--- config.mk ---
export PLATFORM = sky130hd
export DESIGN_NAME = serial_link_scheduler
export DESIGN_NICKNAME = d
export VERILOG_FILES = /design/src/rtl/serial_link_scheduler.sv
export SDC_FILE = /design/constraint.sdc
export NUM_CORES = 1
export LEC_CHECK = 0
export ABC_AREA = 1
export BUFFER_PORTS_ARGS = -buffer_cell sky130_fd_sc_hd__buf_2
export CORE_MARGIN = 5
export CORE_UTILIZATION = 58
export DETAILED_ROUTE_END_ITERATION = 10
export GPL_TIMING_DRIVEN = 0
export HOLD_SLACK_MARGIN = 0.02
export PLACE_DENSITY = 0.89
export SLEW_MARGIN = 20
export SYNTH_ARGS = -nofsm -noshare
export SYNTH_HDL_FRONTEND = slang
export SYNTH_SLANG_ARGS = --single-unit
--- constraint.sdc ---
create_clock -name clk -period 3 [get_ports clk]
set_input_delay 0.15 -clock clk [delete_from_list [all_inputs] [get_ports clk]]
set_output_delay 0.15 -clock clk [all_outputs]
set_load 0.02 [all_outputs]
--- src/rtl/serial_link_scheduler.sv ---
// Round-robin owner of one serial line: frames go out as start, length (MSB first), data (LSB first), stop.
// Every bit step is gated by the single-cycle clk_en strobe; all outputs come straight from flops.
module serial_link_scheduler #(
    parameter int N  = 2,
    parameter int LW = 4,
    parameter int DW = 15
) (
    input  logic            clk,
    input  logic            rst,
    input  logic            clk_en,
    input  logic [N-1:0]    req,
    input  logic [N*LW-1:0] len,
    input  logic [N*DW-1:0] data,
    output logic [N-1:0]    grant,
    output logic            busy,
    output logic            ser_out,
    output logic            ser_valid,
    output logic            done,
    output logic [3:0]      cnt_out
);
    localparam int PW   = (N > 1) ? $clog2(N) : 1;
    localparam int IMAX = (LW > DW) ? LW : DW;
    localparam int IW   = $clog2(IMAX + 1);

    localparam logic [2:0] S_IDLE  = 3'd0;
    localparam logic [2:0] S_START = 3'd1;
    localparam logic [2:0] S_LEN   = 3'd2;
    localparam logic [2:0] S_DATA  = 3'd3;
    localparam logic [2:0] S_STOP  = 3'd4;

    logic [2:0]    state_q, state_d;
    logic [PW-1:0] ptr_q, ptr_d;
    logic [PW-1:0] win_q, win_d;
    logic [N-1:0]  grant_q, grant_d;
    logic [LW-1:0] len_q, len_d;
    logic [DW-1:0] data_q, data_d;
    logic [IW-1:0] idx_q, idx_d;
    logic [3:0]    cnt_q, cnt_d;
    logic          busy_q, busy_d;
    logic          ser_q, ser_d;
    logic          vld_q, vld_d;
    logic          done_q, done_d;

    logic          found;
    logic [PW-1:0] pick;

    // Lengths beyond the payload width would read past the data word.
    function automatic logic [LW-1:0] clamp_len(input logic [LW-1:0] l);
        if (int'(l) > DW) return LW'(DW);
        return l;
    endfunction

    function automatic logic [3:0] sat_inc(input logic [3:0] c);
        return (c == 4'hF) ? c : c + 4'd1;
    endfunction

    function automatic logic len_bit(input logic [LW-1:0] v, input logic [IW-1:0] i);
        logic [LW-1:0] s;
        s = v >> i;
        return s[0];
    endfunction

    function automatic logic data_bit(input logic [DW-1:0] v, input logic [IW-1:0] i);
        logic [DW-1:0] s;
        s = v >> i;
        return s[0];
    endfunction

    // First requester at or after the pointer, wrapping modulo N.
    always_comb begin
        found = 1'b0;
        pick  = '0;
        for (int i = 0; i < N; i++) begin
            if (!found && req[(int'(ptr_q) + i) % N]) begin
                found = 1'b1;
                pick  = PW'((int'(ptr_q) + i) % N);
            end
        end
    end

    always_comb begin
        state_d = state_q;
        ptr_d   = ptr_q;
        win_d   = win_q;
        grant_d = grant_q;
        len_d   = len_q;
        data_d  = data_q;
        idx_d   = idx_q;
        cnt_d   = cnt_q;
        busy_d  = busy_q;
        ser_d   = ser_q;
        vld_d   = vld_q;
        done_d  = 1'b0;
        case (state_q)
            S_IDLE: begin
                if (clk_en && found) begin
                    state_d = S_START;
                    win_d   = pick;
                    grant_d = {{(N-1){1'b0}}, 1'b1} << pick;
                    len_d   = clamp_len(len[int'(pick)*LW +: LW]);
                    data_d  = data[int'(pick)*DW +: DW];
                    cnt_d   = 4'd0;
                    busy_d  = 1'b1;
                    ser_d   = 1'b0;
                    vld_d   = 1'b1;
                end
            end
            S_START: begin
                if (clk_en) begin
                    state_d = S_LEN;
                    idx_d   = IW'(LW - 1);
                    ser_d   = len_bit(len_q, IW'(LW - 1));
                end
            end
            S_LEN: begin
                if (clk_en) begin
                    if (idx_q == '0) begin
                        if (len_q != '0) begin
                            state_d = S_DATA;
                            ser_d   = data_q[0];
                        end else begin
                            state_d = S_STOP;
                            ser_d   = 1'b1;
                        end
                    end else begin
                        idx_d = idx_q - 1'b1;
                        ser_d = len_bit(len_q, idx_q - 1'b1);
                    end
                end
            end
            S_DATA: begin
                if (clk_en) begin
                    cnt_d = sat_inc(cnt_q);
                    if (int'(idx_q) + 1 == int'(len_q)) begin
                        state_d = S_STOP;
                        ser_d   = 1'b1;
                    end else begin
                        idx_d = idx_q + 1'b1;
                        ser_d = data_bit(data_q, idx_q + 1'b1);
                    end
                end
            end
            S_STOP: begin
                if (clk_en) begin
                    state_d = S_IDLE;
                    grant_d = '0;
                    busy_d  = 1'b0;
                    ser_d   = 1'b1;
                    vld_d   = 1'b0;
                    done_d  = 1'b1;
                    ptr_d   = (win_q == PW'(N - 1)) ? '0 : win_q + 1'b1;
                end
            end
            default: begin
                // Corrupted encoding: drop the frame without a done pulse.
                state_d = S_IDLE;
                grant_d = '0;
                busy_d  = 1'b0;
                ser_d   = 1'b1;
                vld_d   = 1'b0;
                idx_d   = '0;
            end
        endcase
    end

    always_ff @(posedge clk) begin
        if (rst) begin
            state_q <= S_IDLE;
            ptr_q   <= '0;
            win_q   <= '0;
            grant_q <= '0;
            len_q   <= '0;
            data_q  <= '0;
            idx_q   <= '0;
            cnt_q   <= 4'd0;
            busy_q  <= 1'b0;
            ser_q   <= 1'b1;
            vld_q   <= 1'b0;
            done_q  <= 1'b0;
        end else begin
            state_q <= state_d;
            ptr_q   <= ptr_d;
            win_q   <= win_d;
            grant_q <= grant_d;
            len_q   <= len_d;
            data_q  <= data_d;
            idx_q   <= idx_d;
            cnt_q   <= cnt_d;
            busy_q  <= busy_d;
            ser_q   <= ser_d;
            vld_q   <= vld_d;
            done_q  <= done_d;
        end
    end

    assign grant     = grant_q;
    assign busy      = busy_q;
    assign ser_out   = ser_q;
    assign ser_valid = vld_q;
    assign done      = done_q;
    assign cnt_out   = cnt_q;

endmodule

==> results.sh, run 1 <==
export IMPL_status="completed"
export IMPL_synth_area_leaders="dfxtp_1 (32%), nand2_1 (14%), nor2_1 (8.7%)"
export IMPL_power_leakage_nw=1.303
export IMPL_ys_types=32
export IMPL_stdcell_area_um2=2730
export IMPL_fmax_ghz=0.4142
export IMPL_path_clk_slew_ns=0.07
export IMPL_syn_inst=357
export IMPL_clock_sinks=37
export IMPL_clk_latency_ns=0.29
export IMPL_setup_violations=0
export IMPL_vias=2488
export IMPL_first_pass_iters=4
export IMPL_hold_buffers=0
export IMPL_required_ns=3.18
export IMPL_io_buffer_count=52
export IMPL_syn_cell_area_um2=2290
export IMPL_place_congestion=0.9032
export IMPL_dieArea_um2=5304
export IMPL_htreeDepth=2
export IMPL_grt_pass1_vias=2251
export IMPL_placed_cell_area_um2=2610
export IMPL_ys_warn_count=0
export IMPL_synth_net_count=403
export IMPL_clock_root_buffer="clkbuf_8"
export IMPL_coreArea_um2=3744
export IMPL_worstSetupPathType="reg -> reg"
export IMPL_gr_total_overflow=0
export IMPL_synth_seq_cells=37
export IMPL_syn2layout_area_growth_pct=19.24
export IMPL_slew_viol_final=0
export IMPL_drcViolationCount=0
export IMPL_cts_tree="done"
export IMPL_drv_max_cap_violation_count=0
export IMPL_initial_utilization_pct=61.16
export IMPL_ys_seq_area_share_pct=32.35
export IMPL_track_usage_pct=23.04
export IMPL_antenna_found_initial=0
export IMPL_worstMarginPinSlew_ns=0.5544
export IMPL_ctsResizeCount=0
export IMPL_most_common_layout_cells="nand2_1 (85), buf_2 (56), nor2_1 (53)"
export IMPL_fin_skew_ns=0.007864
export IMPL_period_minus_slack_ns=2.415
export IMPL_die_w_um=72.83
export IMPL_synth_area_leader_cell="dfxtp_1"
export IMPL_io_pins=53
export IMPL_hold_slack_ns=0.1258
export IMPL_grt_max_degree=13
export IMPL_post_cts_setup_buffer_count=0
export IMPL_grt_pass1_wl_um=9880
export IMPL_rsz0062_at_grt="no"
export IMPL_crit_fanout=10
export IMPL_timing_final_ws_setup_ns=0.5854
export IMPL_numCtsBuffers=5
export IMPL_ant_nets=0
export IMPL_synth_top_cell_area_share_pct=32.35
export IMPL_die_h_um=72.83
export IMPL_final_nets=462
export IMPL_end_kind="flip-flop"
export IMPL_antenna_cells=0
export IMPL_hold_path_class="in -> reg"
export IMPL_drt_iter0_drc=206
export IMPL_place_ws_ns=0.6729
export IMPL_wire_per_inst_um=12.54
export IMPL_critical_path_arrival_ns=2.59
export IMPL_p_per_area_nw_per_um2=801.5
export IMPL_tns_ns=0
export IMPL_finalHoldViolCount=0
export IMPL_final_common_cell="nand2_1"
export IMPL_drt_wl_total_um=5830
export IMPL_dpl_hpwl_um=4440
export IMPL_avgSynthCellArea_um2=6.414
export IMPL_worst_slew_margin_rel_pct=63.04
export IMPL_drive_above_1_share_pct=25.18
export IMPL_ir_worst_vdd_mv=0.4997
export IMPL_post_route_period_util_pct=80.49
export IMPL_viasPerCell=5.351
export IMPL_clock_path_buffers=2
export IMPL_rows=22
export IMPL_nFillCells=326
export IMPL_start_kind="flip-flop"
==> path summary, 6_finish.rpt <==
check | start | to | slack, ns | cells after the start
setup / recovery | idx_q[0] | idx_q[2] | 0.59 | 13
hold / removal | data[4] | data_q[4] | 0.13 | 3
setup reg to reg | idx_q[0] | idx_q[2] | 0.59 | 13
hold reg to reg | ptr_q | ptr_q | 0.46 | 2
==> through the flow <==
stage | util, % | total power [W] | std cells
2_1_floorplan | - | 0.001491 | 357
6_report | 72.93 | 0.002188 | 465
4_1_cts | 72.93 | 0.002184 | 465
3_3_place_gp | 69.72 | 0.001695 | 457
3_5_place_dp | 69.72 | 0.001724 | 457
5_1_grt | 72.93 | 0.002364 | 465
==> synth_stat cells, drive strengths merged <==
cell type and count:
a211o 1, a21o 1, a21oi 30, buf 8
clkbuf 7, dfxtp 37, ha 3, inv 30
nand2 94, nand3 29, nand4 8, nor2 68
nor3 3, nor3b 1, o21ai 33, o22ai 1
or2 2, xor2 1
==> cells by family (layout without fill, tap and decap cells) <==
kind of cell,after synthesis,count (layout),share of synthesized area [%]
adder cells (fa/ha/maj),3,3,1.640
AO/OA/AOI/OAI,66,66,14.92
buffers and inverters,45,105,8.579
AND/OR/NAND/NOR,205,205,42.13
flip-flops,37,37,32.35
XOR/XNOR,1,1,0.3826
==> critical path, stage by stage, from the launching register on <==
cell and delay (ns):
dfxtp_1 0.46, inv_1 0.17, buf_2 0.22, ha_1 0.41
inv_2 0.18, nand2_1 0.07, nand2_1 0.06, nand3_1 0.07
nor2_1 0.16, nand3_1 0.15, nand2_2 0.15, inv_1 0.07
nor2_1 0.08, nor2_1 0.05
==> area by class of cell <==
class | instances | area [um2] | share of cell area, %
multi-input cells | 275 | 1353 | 49.54
repair buffers | 52 | 260.3 | 9.533
plain buffers | 15 | 83.83 | 3.071
well taps | 48 | 60.06 | 2.200
clock buffers | 6 | 82.58 | 3.025
flip-flops and latches | 37 | 740.7 | 27.13
clock inverters | 2 | 37.54 | 1.375
inverters | 30 | 112.6 | 4.125
==> flip-flops by register name, summed over array words and instances (netlist names), 2 cells and up <==
register / flops
len_q: 4
grant: 2
cnt_out: 4
state_q: 3
idx_q: 4
data_q: 15
==> metal layers <==
layer	vias to the layer above	GRT usage [%]	share of wire, %
met5	-	0	0
met4	0	7.172	2.1
li1	1277	-	-
met1	1094	29.19	44
met2	105	37.98	47
met3	12	6.198	6.8
==> where the power goes <==
group          switching (W)  internal [W]
clock               0.000182      0.000270
sequential         0.0000942      0.000596
combinational       0.000667      0.000378
total               0.000944       0.00124
(Power assumes the default switching activity.)
==> inputs of run 2 (changes only) <==
- CORE_UTILIZATION: 58 -> 49
- PLACE_DENSITY: 0.89 -> 0.81
- clock period: 3 -> 1.99 ns (I/O delays scaled with it)
==> run 2 against run 1 <==
Compared with the run above:
- final area grew 1.2%
- clock power grew 26%
- maximum frequency grew 24%
- via count shrank 1.9%
- non-clock buffer count grew 1
- global-route usage shrank 3.7 points
- combinational power grew 59%
- first-iteration DRC count shrank 2.9%
- worst setup slack lost 0.55 ns
- cell count grew 1.1%
==> results.sh, run 2 (same netlist as run 1, synthesis figures left out) <==
export IMPL_status="completed"
export IMPL_cts_tree="done"
export IMPL_syn2layout_area_growth_pct=20.66
export IMPL_clk_latency_ns=0.28
export IMPL_clock_root_buffer="clkbuf_8"
export IMPL_final_nets=463
export IMPL_final_common_cell="nand2_1"
export IMPL_place_congestion=0.9265
export IMPL_rows=24
export IMPL_first_pass_iters=4
export IMPL_htreeDepth=2
export IMPL_required_ns=2.17
export IMPL_finalHoldViolCount=0
export IMPL_vias=2441
export IMPL_dieArea_um2=6140
export IMPL_numCtsBuffers=5
export IMPL_worstMarginPinSlew_ns=0.5180
export IMPL_end_kind="flip-flop"
export IMPL_die_w_um=78.36
export IMPL_initial_utilization_pct=51.52
export IMPL_io_buffer_count=52
export IMPL_grt_pass1_wl_um=9880
export IMPL_drt_wl_total_um=5909
export IMPL_post_route_period_util_pct=98.13
export IMPL_worstSetupPathType="reg -> reg"
export IMPL_clock_sinks=37
export IMPL_largest_reg_flops=15
export IMPL_io_pins=53
export IMPL_p_per_area_nw_per_um2=1186
export IMPL_intPower_w=0.001827
export IMPL_nFillCells=408
export IMPL_grt_pass1_vias=2245
export IMPL_gr_total_overflow=0
export IMPL_start_kind="flip-flop"
export IMPL_wire_per_inst_um=12.57
export IMPL_period_minus_slack_ns=1.953
export IMPL_instances_no_fill=470
export IMPL_setup_violations=0
export IMPL_hold_buffers=0
export IMPL_drt_iter0_drc=200
export IMPL_viasPerCell=5.194
export IMPL_pwr_share_seq_pct=31.7
export IMPL_worst_slew_margin_rel_pct=65.46
export IMPL_hold_path_class="in -> reg"
export IMPL_critical_path_arrival_ns=2.13
export IMPL_drv_max_cap_violation_count=0
export IMPL_drive_above_1_share_pct=26.79
export IMPL_switchingPower_w=0.001448
export IMPL_ant_nets=0
export IMPL_tns_ns=0
export IMPL_pwr_share_comb_pct=50.9
export IMPL_place_ws_ns=-0.3974
export IMPL_clock_path_buffers=2
export IMPL_crit_fanout=10
export IMPL_antenna_found_initial=0
export IMPL_coreArea_um2=4444
export IMPL_fin_skew_ns=0.003293
export IMPL_die_h_um=78.36
export IMPL_track_usage_pct=19.32
export IMPL_slew_viol_final=0
export IMPL_antenna_cells=0
export IMPL_power_leakage_nw=1.313
export IMPL_p_clk_share_pct=17.4
export IMPL_dp_cells=461
export IMPL_swShare_pct=44.21
export IMPL_regMostFlops="data_q"
export IMPL_grt_max_degree=12
export IMPL_dpl_hpwl_um=4428
export IMPL_path_clk_slew_ns=0.07
export IMPL_most_common_layout_cells="nand2_1 (85), buf_2 (55), nor2_1 (52)"
export IMPL_timing_final_ws_setup_ns=0.03730
export IMPL_drcViolationCount=0
export IMPL_ir_worst_vdd_mv=0.7074
export IMPL_fmax_ghz=0.5121
run 2: timing repair:
item,CTS,global route
hold endpoints to repair,0,0
buffers inserted,0,1
endpoints found under the setup margin,8,7
pin swaps,1,2
gates cloned,0,0
gates resized for setup,8,4
run 2: worst paths after layout:
path	start	endpoint	slack, ns	depth (start not counted)
worst min-delay path	len[2]	len_q[2]	0.09	3
worst max-delay path	idx_q[0]	idx_q[1]	0.04	13
worst min register to register	ptr_q	ptr_q	0.46	2
worst max register to register	idx_q[0]	idx_q[1]	0.04	13
run 2: critical path: stages, from the launching register on:
cell and delay [ns]:
dfxtp_4 0.36, inv_2 0.10, buf_6 0.16, ha_4 0.24, inv_4 0.11, nand2_1 0.06
nand2_1 0.08, nand3_1 0.10, nor2_2 0.16, nand3_2 0.13, nand2_4 0.12, inv_1 0.06
nor2_1 0.11, nor2_1 0.06
run 2: metal layers:
layer,part of all wire (%),wire [um],vias to the layer above,track usage [%]
li1,-,-,1276,-
met4,0.66,39,0,4.895
met5,0,0,-,0
met3,4.4,261,4,3.776
met1,45,2649,1109,24.24
met2,50,2958,52,33.99
run 2: layout make-up:
type / instances / area, um2 / share of cell area [%]
inverters: 30 / 115.1 / 4.167
repair buffers: 53 / 267.8 / 9.692
multi-input cells: 275 / 1378 / 49.86
clock inverters: 1 / 5.005 / 0.1812
well taps: 52 / 65.06 / 2.355
clock buffers: 7 / 96.34 / 3.487
plain buffers: 15 / 90.09 / 3.261
flip-flops and latches: 37 / 745.7 / 26.99
run 2: power groups by stage:
stage / combinational, W / clock, W / sequential [W]
6_report: 0.00167 / 0.000570 / 0.00104
3_5_place_dp: 0.00156 / 0 / 0.00105
5_1_grt: 0.00186 / 0.000618 / 0.00106
3_3_place_gp: 0.00152 / 0 / 0.00105
4_1_cts: 0.00161 / 0.000587 / 0.00104
2_1_floorplan: 0.00119 / 0 / 0.00105
run 2: through the flow:
stage / hold WS, ns / utilization, % / power (W) / area, um2
after CTS: 0.08555 / 61.68 / 0.003236 / 2741
final: 0.08965 / 62.16 / 0.003276 / 2763
after floorplan: 0.2767 / - / 0.002247 / 2290
after detailed placement: 0.3840 / 58.84 / 0.002607 / 2615
after global placement: 0.3729 / 58.84 / 0.002563 / 2615
after global routing: 0.09374 / 62.16 / 0.003540 / 2763
==> inputs of run 3 (changes only) <==
- RECOVER_POWER: default -> 25
==> run 3 against run 2 <==
Compared with the run above:
- die area is the same
- combinational power is essentially flat
- sequential cell count is the same
- utilization shrank 0.45 points
- maximum frequency is essentially flat
- critical path depth is the same
- final area shrank 0.72%
- total power shrank 0.51%
- cell count is the same
- via count grew 0.78%
==> results.sh, run 3 (same netlist as run 1, synthesis figures left out) <==
export IMPL_antenna_found_initial=0
export IMPL_fin_skew_ns=0.002737
export IMPL_setup_violations=0
export IMPL_post_route_period_util_pct=98.08
export IMPL_p_clk_share_pct=17.6
export IMPL_wire_per_inst_um=12.57
export IMPL_final_common_cell="nand2_1"
export IMPL_power_leakage_nw=1.271
export IMPL_ant_nets=0
export IMPL_cp_cell_sequence="inv_2, buf_6, ha_4, inv_4, nand2_1, nand2_1, nand3_1, nor2_2, nand3_2, nand2_4, inv_1, nor2_1, nor2_1"
export IMPL_cts_tree="done"
export IMPL_die_w_um=78.36
export IMPL_drcViolationCount=0
export IMPL_switchingPower_w=0.001447
export IMPL_viasPerCell=5.234
export IMPL_gr_total_overflow=0
export IMPL_io_pins=53
export IMPL_dpl_hpwl_um=4428
export IMPL_ir_worst_vdd_mv=0.6968
export IMPL_end_kind="flip-flop"
export IMPL_p_per_area_nw_per_um2=1188
export IMPL_grt_pass1_wl_um=9880
export IMPL_grt_pass1_vias=2245
export IMPL_finalHoldViolCount=0
export IMPL_track_usage_pct=19.32
export IMPL_worstMarginPinSlew_ns=0.5308
export IMPL_drt_wl_total_um=5909
export IMPL_die_h_um=78.36
export IMPL_path_clk_slew_ns=0.07
export IMPL_rows=24
export IMPL_antenna_cells=0
export IMPL_required_ns=2.17
export IMPL_power_w=0.003259
export IMPL_syn2layout_area_growth_pct=19.78
export IMPL_htreeDepth=2
export IMPL_vias=2460
export IMPL_swShare_pct=44.40
export IMPL_hold_path_class="in -> reg"
export IMPL_initial_utilization_pct=51.52
export IMPL_worstSetupPathType="reg -> reg"
export IMPL_critical_path_top_delay_family="simple AND/OR/NAND/NOR gates"
export IMPL_io_buffer_count=52
export IMPL_period_minus_slack_ns=1.952
export IMPL_numCtsBuffers=5
export IMPL_intPower_w=0.001812
export IMPL_status="completed"
export IMPL_largest_reg_flops=15
export IMPL_regMostFlops="data_q"
export IMPL_place_ws_ns=-0.3974
export IMPL_final_nets=463
export IMPL_pwr_share_seq_pct=31.7
export IMPL_tns_ns=0
export IMPL_start_kind="flip-flop"
export IMPL_most_common_layout_cells="nand2_1 (85), nor2_1 (53), buf_2 (45)"
export IMPL_drive_above_1_share_pct=24.16
export IMPL_fmax_ghz=0.5124
export IMPL_drv_max_cap_violation_count=0
export IMPL_cpPeakStageDelay_ns=0.35
export IMPL_worst_path_buf_inv=4
export IMPL_coreArea_um2=4444
export IMPL_clk_latency_ns=0.28
export IMPL_first_pass_iters=4
export IMPL_dieArea_um2=6140
export IMPL_critPathSlowestCell="dfxtp_4"
export IMPL_slew_viol_final=0
export IMPL_clock_sinks=37
export IMPL_fin_util_pct=61.71
export IMPL_critical_path_arrival_ns=2.13
export IMPL_clock_root_buffer="clkbuf_8"
export IMPL_pwr_share_comb_pct=50.7
export IMPL_grt_max_degree=12
export IMPL_crit_fanout=10
export IMPL_clock_path_buffers=2
export IMPL_timing_final_ws_setup_ns=0.03830
export IMPL_drt_iter0_drc=191
export IMPL_place_congestion=0.9265
export IMPL_worst_slew_margin_rel_pct=64.61
## run 3: cell count changes in the layout (fill, tap and decap cells not counted)
cell / change
nor2_1: +1
buf_2: -10
clkbuf_1: +10
nor2_4: -1
## run 3: per-stage QoR
stage	hold WS [ns]	std cells	instance area, um2
2_1_floorplan	0.2767	357	2290
3_3_place_gp	0.3729	461	2615
3_5_place_dp	0.3840	461	2615
4_1_cts	0.08555	469	2741
5_1_grt	0.09374	470	2743
6_report	0.08909	470	2743
## run 3: timing repair
| item | 4_1_cts | 5_1_grt |
|---|---|---|
| gates resized for setup | 8 | 4 |
| pin swaps | 1 | 2 |
| endpoints found under the setup margin | 8 | 7 |
| hold buffers | 0 | 0 |
| buffers inserted | 0 | 1 |
| gates cloned | 0 | 0 |
## run 3: final timing paths
check / startpoint / endpoint / slack [ns] / cells past startpoint
max: idx_q[0] / idx_q[1] / 0.04 / 13
min: len[2] / len_q[2] / 0.09 / 3
max reg2reg: idx_q[0] / idx_q[1] / 0.04 / 13
min reg2reg: ptr_q / ptr_q / 0.47 / 2
## run 3: power groups by stage
stage | clock network (W) | logic [W] | registers [W]
3_3_place_gp | 0 | 0.00152 | 0.00105
4_1_cts | 0.000587 | 0.00161 | 0.00104
3_5_place_dp | 0 | 0.00156 | 0.00105
2_1_floorplan | 0 | 0.00119 | 0.00105
6_report | 0.000573 | 0.00165 | 0.00103
5_1_grt | 0.000618 | 0.00184 | 0.00106
## run 3: metal layers
metal	up-vias	global-route usage [%]	share of wire (%)
li1	1280	-	-
met1	1115	24.24	45
met2	59	33.99	50
met3	6	3.776	4.4
met4	0	4.895	0.71
met5	-	0	0
## run 3: cell type report
class	instances	area, um2
flip-flops and latches	37	745.7
multi-input cells	275	1370
plain buffers	15	90.09
clock buffers	7	96.34
inverters	30	115.1
fillers	417	1702
repair buffers	53	255.2
well taps	52	65.06
clock inverters	1	5.005
## run 3: worst min-delay path, delay by kind of cell
family | cells | cell delay [ns]
buffers and inverters | 1 | 0.07
AO/OA/AOI/OAI | 2 | 0.17
